**config.mk**
```make
export PLATFORM = sky130hd
export DESIGN_NAME = control_unit
export DESIGN_NICKNAME = d
export VERILOG_FILES = /design/src/rtl/cpu_pkg.sv /design/src/rtl/op_decoder.sv /design/src/rtl/control_unit.sv
export SDC_FILE = /design/constraint.sdc
export NUM_CORES = 1
export LEC_CHECK = 0
export ABC_AREA = 1
export BUFFER_PORTS_ARGS = -buffer_cell sky130_fd_sc_hd__buf_2
export CORE_MARGIN = 1
export CORE_UTILIZATION = 30
export DETAILED_ROUTE_END_ITERATION = 16
export GPL_TIMING_DRIVEN = 0
export PLACE_DENSITY_LB_ADDON = 0.08
export SLEW_MARGIN = 40
export SYNTH_ARGS = -nofsm -noshare
export SYNTH_HDL_FRONTEND = slang
export SYNTH_HIERARCHICAL = 1
export SYNTH_SLANG_ARGS = --single-unit
```
**constraint.sdc**
```tcl
create_clock -name Clock -period 1.4 [get_ports Clock]
set_clock_uncertainty 0.2 [all_clocks]
set_input_delay 0.14 -clock Clock [delete_from_list [all_inputs] [get_ports Clock]]
set_output_delay 0.14 -clock Clock [all_outputs]
set_load 0.005 [all_outputs]
```
**src/rtl/cpu_pkg.sv**
```systemverilog
// Shared definitions for the control unit: opcodes, ALU operation codes,
// FSM state encoding, instruction classes and the control-strobe bundle.
package cpu_pkg;

  // Opcodes carried in IR[31:27]
  localparam logic [4:0] OP_LD   = 5'b00000;
  localparam logic [4:0] OP_LDI  = 5'b00001;
  localparam logic [4:0] OP_ST   = 5'b00010;
  localparam logic [4:0] OP_ADD  = 5'b00011;
  localparam logic [4:0] OP_SUB  = 5'b00100;
  localparam logic [4:0] OP_AND  = 5'b00101;
  localparam logic [4:0] OP_OR   = 5'b00110;
  localparam logic [4:0] OP_BR   = 5'b10010;
  localparam logic [4:0] OP_JR   = 5'b10100;
  localparam logic [4:0] OP_NOP  = 5'b11010;
  localparam logic [4:0] OP_HALT = 5'b11011;

  // ALU operation select codes
  localparam logic [3:0] ALU_ADD = 4'b0000;
  localparam logic [3:0] ALU_SUB = 4'b0001;
  localparam logic [3:0] ALU_AND = 4'b0010;
  localparam logic [3:0] ALU_OR  = 4'b0011;

  // Control FSM states
  typedef enum logic [3:0] {
    ST_RST  = 4'd0,
    ST_T0   = 4'd1,
    ST_T1   = 4'd2,
    ST_T2   = 4'd3,
    ST_T3   = 4'd4,
    ST_T4   = 4'd5,
    ST_T5   = 4'd6,
    ST_T6   = 4'd7,
    ST_T7   = 4'd8,
    ST_HALT = 4'd9
  } state_e;

  // Instruction classes; nop and undefined opcodes share CL_NOP
  typedef enum logic [2:0] {
    CL_NOP  = 3'd0,
    CL_LD   = 3'd1,
    CL_LDI  = 3'd2,
    CL_ST   = 3'd3,
    CL_ALU  = 3'd4,
    CL_BR   = 3'd5,
    CL_JR   = 3'd6,
    CL_HALT = 3'd7
  } iclass_e;

  // All control strobes driven by the unit
  typedef struct packed {
    logic       pc_out;
    logic       zhi_out;
    logic       zlow_out;
    logic       mdr_out;
    logic       hi_out;
    logic       lo_out;
    logic       inport_out;
    logic       c_out;
    logic       pc_in;
    logic       ir_in;
    logic       mar_in;
    logic       mdr_in;
    logic       y_in;
    logic       z_in;
    logic       hi_in;
    logic       lo_in;
    logic       outport_in;
    logic       inc_pc;
    logic       read;
    logic       write;
    logic       con_in;
    logic       gra;
    logic       grb;
    logic       grc;
    logic       r_in;
    logic       r_out;
    logic       ba_out;
    logic [3:0] alu_op;
    logic       run;
  } ctrl_t;

endpackage

```
**src/rtl/op_decoder.sv**
```systemverilog
// Combinational opcode decoder: opcode -> instruction class and ALU operation.
module op_decoder
  import cpu_pkg::*;
(
  input  logic [4:0] i_opcode,
  output iclass_e    o_class,
  output logic [3:0] o_aluop
);

  // Map each opcode to its class; non-ALU classes select ADD
  always_comb begin
    o_class = CL_NOP;
    o_aluop = ALU_ADD;
    case (i_opcode)
      OP_LD:   o_class = CL_LD;
      OP_LDI:  o_class = CL_LDI;
      OP_ST:   o_class = CL_ST;
      OP_ADD:  begin o_class = CL_ALU; o_aluop = ALU_ADD; end
      OP_SUB:  begin o_class = CL_ALU; o_aluop = ALU_SUB; end
      OP_AND:  begin o_class = CL_ALU; o_aluop = ALU_AND; end
      OP_OR:   begin o_class = CL_ALU; o_aluop = ALU_OR;  end
      OP_BR:   o_class = CL_BR;
      OP_JR:   o_class = CL_JR;
      OP_HALT: o_class = CL_HALT;
      default: begin o_class = CL_NOP; o_aluop = ALU_ADD; end
    endcase
  end

endmodule

```
**src/rtl/control_unit.sv**
```systemverilog
// Hardwired Moore control unit: fetch T0..T2, decode in T3, execute T4..T7.
// Optional build macro MEM_WAIT_EN: Read/Write states hold until Mem_rdy=1.
// Strobes are decoded from the current state (and the class latched in T3),
// so pulling Clear low zeroes every output without waiting for a clock.
module control_unit
  import cpu_pkg::*;
(
  input  logic        Clock,
  input  logic        Clear,
  input  logic [31:0] IR,
  input  logic        CON_FF,
  input  logic        Stop,
  input  logic        Mem_rdy,
  output logic        PCout, Zhiout, Zlowout, MDRout, HIout, LOout, InPortout, Cout,
  output logic        PCin, IRin, MARin, MDRin, Yin, Zin, HIin, LOin, OutPortin,
  output logic        IncPC, Read, Write, CONin,
  output logic        Gra, Grb, Grc, Rin, Rout, BAout,
  output logic [3:0]  ALUop,
  output logic        Run
);

  state_e     r_state, w_next, w_done;
  iclass_e    r_cls, w_cls_dec;
  logic [3:0] r_alu, w_alu_dec;
  ctrl_t      w_ctl;
  logic       w_mem_busy;
  logic       w_unused_ir;

  // Only the opcode field matters to this unit
  assign w_unused_ir = ^IR[26:0];

  op_decoder u_dec (
    .i_opcode (IR[31:27]),
    .o_class  (w_cls_dec),
    .o_aluop  (w_alu_dec)
  );

`ifdef MEM_WAIT_EN
  assign w_mem_busy = (w_ctl.read | w_ctl.write) & ~Mem_rdy;
`else
  logic w_unused_mem;
  assign w_unused_mem = Mem_rdy;
  assign w_mem_busy   = 1'b0;
`endif

  // State register; Clear forces RST asynchronously
  always_ff @(posedge Clock or negedge Clear) begin
    if (!Clear) r_state <= ST_RST;
    else        r_state <= w_next;
  end

  // Capture the decoded class and ALU op while in T3 for use in T4..T7
  always_ff @(posedge Clock or negedge Clear) begin
    if (!Clear) begin
      r_cls <= CL_NOP;
      r_alu <= ALU_ADD;
    end else if (r_state == ST_T3) begin
      r_cls <= w_cls_dec;
      r_alu <= w_alu_dec;
    end else begin
      r_cls <= r_cls;
      r_alu <= r_alu;
    end
  end

  // Next-state logic; an instruction's last state goes to HALT when Stop=1
  always_comb begin
    w_done = Stop ? ST_HALT : ST_T0;
    w_next = r_state;
    if (w_mem_busy) begin
      w_next = r_state;
    end else begin
      case (r_state)
        ST_RST: w_next = ST_T0;
        ST_T0:  w_next = ST_T1;
        ST_T1:  w_next = ST_T2;
        ST_T2:  w_next = ST_T3;
        ST_T3: begin
          case (w_cls_dec)
            CL_HALT:      w_next = ST_HALT;
            CL_NOP, CL_JR: w_next = w_done;
            default:      w_next = ST_T4;
          endcase
        end
        ST_T4:  w_next = ST_T5;
        ST_T5: begin
          case (r_cls)
            CL_LD, CL_ST, CL_BR: w_next = ST_T6;
            CL_LDI, CL_ALU:      w_next = w_done;
            default:             w_next = ST_T0;
          endcase
        end
        ST_T6: begin
          case (r_cls)
            CL_LD, CL_ST: w_next = ST_T7;
            CL_BR:        w_next = w_done;
            default:      w_next = ST_T0;
          endcase
        end
        ST_T7:   w_next = w_done;
        ST_HALT: w_next = ST_HALT;
        default: w_next = ST_RST;
      endcase
    end
  end

  // Output decode from the current state; anything not set stays 0
  always_comb begin
    w_ctl        = '0;
    w_ctl.alu_op = ALU_ADD;
    w_ctl.run    = (r_state != ST_RST) && (r_state != ST_HALT);
    case (r_state)
      ST_T0: begin w_ctl.pc_out = 1'b1; w_ctl.mar_in = 1'b1; w_ctl.inc_pc = 1'b1; w_ctl.z_in = 1'b1; end
      ST_T1: begin w_ctl.zlow_out = 1'b1; w_ctl.pc_in = 1'b1; w_ctl.read = 1'b1; w_ctl.mdr_in = 1'b1; end
      ST_T2: begin w_ctl.mdr_out = 1'b1; w_ctl.ir_in = 1'b1; end
      ST_T3: begin
        case (w_cls_dec)
          CL_LD, CL_LDI, CL_ST: begin w_ctl.grb = 1'b1; w_ctl.ba_out = 1'b1; w_ctl.y_in = 1'b1; end
          CL_ALU: begin w_ctl.grb = 1'b1; w_ctl.r_out = 1'b1; w_ctl.y_in = 1'b1; end
          CL_BR:  begin w_ctl.gra = 1'b1; w_ctl.r_out = 1'b1; w_ctl.con_in = 1'b1; end
          CL_JR:  begin w_ctl.gra = 1'b1; w_ctl.r_out = 1'b1; w_ctl.pc_in = 1'b1; end
          default: w_ctl.run = 1'b1;
        endcase
      end
      ST_T4: begin
        case (r_cls)
          CL_LD, CL_LDI, CL_ST: begin w_ctl.c_out = 1'b1; w_ctl.z_in = 1'b1; end
          CL_ALU: begin w_ctl.grc = 1'b1; w_ctl.r_out = 1'b1; w_ctl.z_in = 1'b1; w_ctl.alu_op = r_alu; end
          CL_BR:  begin w_ctl.pc_out = 1'b1; w_ctl.y_in = 1'b1; end
          default: w_ctl.run = 1'b1;
        endcase
      end
      ST_T5: begin
        case (r_cls)
          CL_LD, CL_ST:   begin w_ctl.zlow_out = 1'b1; w_ctl.mar_in = 1'b1; end
          CL_LDI, CL_ALU: begin w_ctl.zlow_out = 1'b1; w_ctl.gra = 1'b1; w_ctl.r_in = 1'b1; end
          CL_BR:          begin w_ctl.c_out = 1'b1; w_ctl.z_in = 1'b1; end
          default: w_ctl.run = 1'b1;
        endcase
      end
      ST_T6: begin
        case (r_cls)
          CL_LD: begin w_ctl.read = 1'b1; w_ctl.mdr_in = 1'b1; end
          CL_ST: begin w_ctl.gra = 1'b1; w_ctl.r_out = 1'b1; w_ctl.mdr_in = 1'b1; end
          CL_BR: begin w_ctl.zlow_out = 1'b1; w_ctl.pc_in = CON_FF; end
          default: w_ctl.run = 1'b1;
        endcase
      end
      ST_T7: begin
        case (r_cls)
          CL_LD: begin w_ctl.mdr_out = 1'b1; w_ctl.gra = 1'b1; w_ctl.r_in = 1'b1; end
          CL_ST: w_ctl.write = 1'b1;
          default: w_ctl.run = 1'b1;
        endcase
      end
      default: w_ctl.alu_op = ALU_ADD;
    endcase
  end

  assign PCout     = w_ctl.pc_out;
  assign Zhiout    = w_ctl.zhi_out;
  assign Zlowout   = w_ctl.zlow_out;
  assign MDRout    = w_ctl.mdr_out;
  assign HIout     = w_ctl.hi_out;
  assign LOout     = w_ctl.lo_out;
  assign InPortout = w_ctl.inport_out;
  assign Cout      = w_ctl.c_out;
  assign PCin      = w_ctl.pc_in;
  assign IRin      = w_ctl.ir_in;
  assign MARin     = w_ctl.mar_in;
  assign MDRin     = w_ctl.mdr_in;
  assign Yin       = w_ctl.y_in;
  assign Zin       = w_ctl.z_in;
  assign HIin      = w_ctl.hi_in;
  assign LOin      = w_ctl.lo_in;
  assign OutPortin = w_ctl.outport_in;
  assign IncPC     = w_ctl.inc_pc;
  assign Read      = w_ctl.read;
  assign Write     = w_ctl.write;
  assign CONin     = w_ctl.con_in;
  assign Gra       = w_ctl.gra;
  assign Grb       = w_ctl.grb;
  assign Grc       = w_ctl.grc;
  assign Rin       = w_ctl.r_in;
  assign Rout      = w_ctl.r_out;
  assign BAout     = w_ctl.ba_out;
  assign ALUop     = w_ctl.alu_op;
  assign Run       = w_ctl.run;

endmodule
```
### Yosys cells after proc, flatten, opt, wreduce, memory -nomap -nowiden

Index checks and enable logic that the tools add are counted.

* mux-type cells: 49
* reduce and logical (&&, ||, !) cells: 19
* eq/ne operators: 31

Operator list (count)
* one-hot mux 4 bit (10 select lines): 1
* 2-to-1 mux 1 bit: 26
* one-hot mux 4 bit (2 select lines): 3
* one-hot mux 3 bit (7 select lines): 1
* equality test 3 bit (second input constant): 6
* equality test 4 x 3 -> 1 bit (second input constant): 4
* one-hot mux 1 bit (2 select lines): 8
* equality test 5 x 3 -> 1 bit (second input constant): 3
* equality test 5 bit (second input constant): 3
* equality test 3 x 2 -> 1 bit (second input constant): 4
* 2-to-1 mux 4 bit: 3
* one-hot mux 1 bit (3 select lines): 4
* OR reduction 3 bit: 4
* OR reduction 4 bit: 3
* equality test 5 x 2 -> 1 bit (second input constant): 2
* OR reduction 2 bit: 5
* equality test 4 x 2 -> 1 bit (second input constant): 2
* equality test 4 bit (second input constant): 2
* one-hot mux 1 bit (4 select lines): 2
* equality test 3 x 1 -> 1 bit (second input constant): 2
* one-hot mux 2 bit (3 select lines): 1
* OR reduction 6 bit: 1
* equality test 5 x 1 -> 1 bit (second input constant): 1
* zero test 5 bit: 1
* other kinds (7): 7

* register bits: 11
* bits of input ports: 37
* output and inout port bits: 32

### Logic depth before layout (Yosys ltp)

* word-level depth: 7
* mapped depth: 12
* gate-level depth less buffers: 12

### Hierarchy

Netlist, hierarchy kept.

Modules (own cells, without submodules)
* control_unit: cells an instance 142, times used 1, area each 934.6 µm²
* op_decoder: cells an instance 29, times used 1, area each 133.9 µm²

### Worst setup path before layout

OpenSTA, ideal clock, no wires.

* kind: input-to-output
* from: input IR[29]
* to: output Grb
* stages on the path: 9
* buffers on the path: 0
* required time: 1.060 ns
* slack: -0.128 ns
* arrival: 1.188 ns
* cell sequence: nor2_1 o21ai_0 o22ai_1 inv_1 nand2_1 nand2_1 nor2_4 nor2_2 inv_1

* longest elaborated chain between the ends: 7

Ends and longest elaborated chain
* start, declared: line control_unit.sv:10 `input logic [31:0] IR,`
* equality test 5 x 2 -> 1 bit or equality test 5 x 3 -> 1 bit (tied branches): line op_decoder.sv:14 `case (i_opcode)`
* OR reduction 4 bit (no source line)
* one-hot mux 3 bit (7 select lines) *: line op_decoder.sv:14
* net w_cls_dec[0]: line control_unit.sv:23 `iclass_e r_cls, w_cls_dec;`
* equality test 3 bit, or another cell as far along: line control_unit.sv:117 `case (w_cls_dec)`
* OR reduction 4 bit (no source line) *
* 2-to-1 mux 1 bit *: line control_unit.sv:117
* 2-to-1 mux 1 bit *: line control_unit.sv:112 `case (r_state)`
* end, declared: line control_unit.sv:17 `output logic Gra, Grb, Grc, Rin, Rout, BAout,`

Mark *: on every way through the listed nets, which the timed path passes. The rest lies on a longest branch.

### Worst setup path in the final report

* from: register r_state[0]
* to: output Gra

* longest elaborated chain between the ends: 2

Ends and longest elaborated chain
* start, declared: line control_unit.sv:22 `state_e r_state, w_next, w_done;`
* start signal, assigned: line control_unit.sv:49 `else r_state <= w_next;`
* equality test 4 bit or equality test 4 x 3 -> 1 bit (tied branches): line control_unit.sv:112
* one-hot mux 1 bit (4 select lines) *: line control_unit.sv:112
* end, declared: line control_unit.sv:17

Every way passes the cells marked *; elsewhere a longest branch is shown, timed or not.

==> qor.csv <==
metric;value;unit
rows;21;
vias;1340;
cap_viol_max_count;0;
synth_area;1070;um^2
worstPathArrival;1.50;ns
cts_root_buffer;clkbuf_4;
die_area;3800;um^2
clk_latency;0.27;ns
status;complete, but fails checks;
fin_area;1910;um^2
first_pass_iters;4;
synth_edf_count;0;
die_w;61.7;um
yosys-top-cells-count;nand2_1 (36), inv_1 (30), nor2_1 (19);
synth.area.top_cells;dfrtp_1 (26%), nand2_1 (13%), inv_1 (11%), nand3_1 (7.5%), buf_4 (7.0%);
path_cells;inv_2, nand2_4, nor2_8, nand4_1, nand4_1, buf_2;
rsz0062_at_grt;true;
ys_seq_area_share;25.8;%
finalWeightedCongestion;0.843;
n_antenna_cell;0;
placed_area;1330;um^2
layout_min_cycle_time;1.84;ns
grt.busiest_layer;met2;
path_clk_slew;0.07;ns
synth_largest_area_cell;dfrtp_1;
fin_nets;284;
powerDensity;1390;nW/um^2
min_path_type;in -> reg;
path_class;reg -> out;
cts_tree;done;
p_leak;1.05;nW
vdd_drop_max;0.440;mV
syn_to_final_growth;78.5;%
hold_violations;1;
drc;0;
worstPathRequired;1.06;ns
htree_levels;1;
drtAntennaViolNets;0;
wl_per_cell;11.7;um
grt_use_met3;3.78;%
critPathSlowestCell;dfrtp_1;
crit_top_cell;nand4_1;
grt_pass1_wl;5110;um
use_met1;21.2;%
violations;negative hold slack, negative setup slack;
synth-seq-cells;11;
portBuffers;33;
async_reset_ff_share;100;%
pin_count;69;
startpoint_type;register;
drive_gt1_share;61.0;%
layout_setup_ws;-0.438;ns
nFillCells;354;
core_region_area;3360;um^2
yosysMostFrequentCell;nand2_1;
cts.sinks;11;
drt_iter0_drc;67;
slew_viol_final;0;
timing.hold.ws;-0.00514;ns
synth_area_per_cell;6.25;um^2
grt.overflow.total;0;
antenna_found_initial;0;
synthCells;171;
end_kind;output port;
slowest_delay;0.43;ns
synth.top_cell.area_share;25.8;%
synthFlopType;dfrtp_1;
clock_path_buffers;2;
grt_usage;18.2;%
vias_per_cell;4.59;
postLayoutCoreUtil;56.7;%
die_h;61.7;um
path_buf_inv;2;
max_freq;544;MHz
power;2.65;mW
use_met2;32.9;%
wirelength;3420;um
yosys_warnings;6;
cp_top_family;simple AND/OR/NAND/NOR gates;
setup_viol;32;
grt_max_degree;12;
cp_max_fo;6;
cts_buffers;3;
dp_hpwl;2200;um
grt_pass1_vias;1218;
synth_cell_type_count;27;
initial_core_util;31.8;%
min_period_over_period;131;%
==> worst register-to-register path, cell delays in order, from the launching register on <==
cell and delay (ns):
dfrtp_1 0.43, inv_2 0.11, nand2_4 0.09, nor2_8 0.19, buf_6 0.15, buf_6 0.12
nand2_2 0.05, o21ai_1 0.07
==> final cells by class <==
cell class | instances | area [um^2] | area share, %
sequential | 11 | 279 | 14.6
tap | 46 | 57.6 | 3.02
timing repair buffer | 64 | 435 | 22.8
clock buffer | 4 | 26.3 | 1.38
buffer | 11 | 90.1 | 4.72
inverter | 32 | 128 | 6.69
multi-input combinational | 124 | 891 | 46.7
==> worst paths after layout <==
kind	from	end	slack, ns	depth (start not counted)
setup / recovery	r_state[0]	Gra	-0.44	6
hold / removal	IR[27]	r_alu[0]	-0.005	4
setup reg to reg	r_state[0]	r_cls[1]	-0.09	7
hold reg to reg	r_alu[1]	r_alu[1]	0.33	2
max in group asynchronous	Clear	r_cls[1]	0.72	2
min in group asynchronous	Clear	r_alu[2]	0.07	2
==> cells in the final DEF, fill, tap and decap left out, types with 3 or more instances in the layout <==
cell      instances
buf_2            29
dfrtp_2           3
o21ai_2           7
buf_6             8
nand3_2           4
nand4_1           6
nand2_2          11
o21ai_1           3
nor2_4           11
dfrtp_1           8
nand2_4           5
clkbuf_4          4
conb_1            9
nand3_1          11
nand3_4           3
inv_2            13
buf_4            35
nor2_1           10
inv_1            17
nor2_2            4
nand2_1          22
==> routing by layer <==
metal  vias up  share of wire (%)
met3        10                3.2
met2        35                 57
met1       617                 37
met4         0                2.1
met5         -                  0
li1        678                  -
==> state kept, by name, indices dropped and copies added (netlist names) <==
signal   flops
r_cls        3
r_state      4
r_alu        4
==> power by group <==
part	internal, mW	switching [mW]
sequential	0.454	0.135
combinational	0.832	1.01
clock	0.110	0.102
==> stage by stage <==
stage,TNS [ns],instances,setup WS [ns]
3_3_place_gp,-3.89,257,-0.360
6_report,-9.28,292,-0.438
3_5_place_dp,-4.33,257,-0.410
5_1_grt,-11.82,292,-0.528
4_1_cts,-8.23,278,-0.397
2_1_floorplan,0,178,0.00397
==> cell families after synthesis <==
| family | share of synthesized area, % |
|---|---|
| AOI/OAI and AO/OA | 10.5 |
| xor gates and xnor gates | 0.820 |
| buffers and inverters | 19.3 |
| DFF | 25.8 |
| other | 0.703 |
| and+or+nand+nor | 42.9 |
==> what timing repair did <==
action                     4_1_cts  5_1_grt
resized for setup               51       54
setup endpoints to repair       34       35
hold endpoints to repair        12        0
cloned                           1        0
buffers inserted                14       15
hold buffers                     2        0
pin swaps                       14       20
Power figures use the tool's default switching activity.
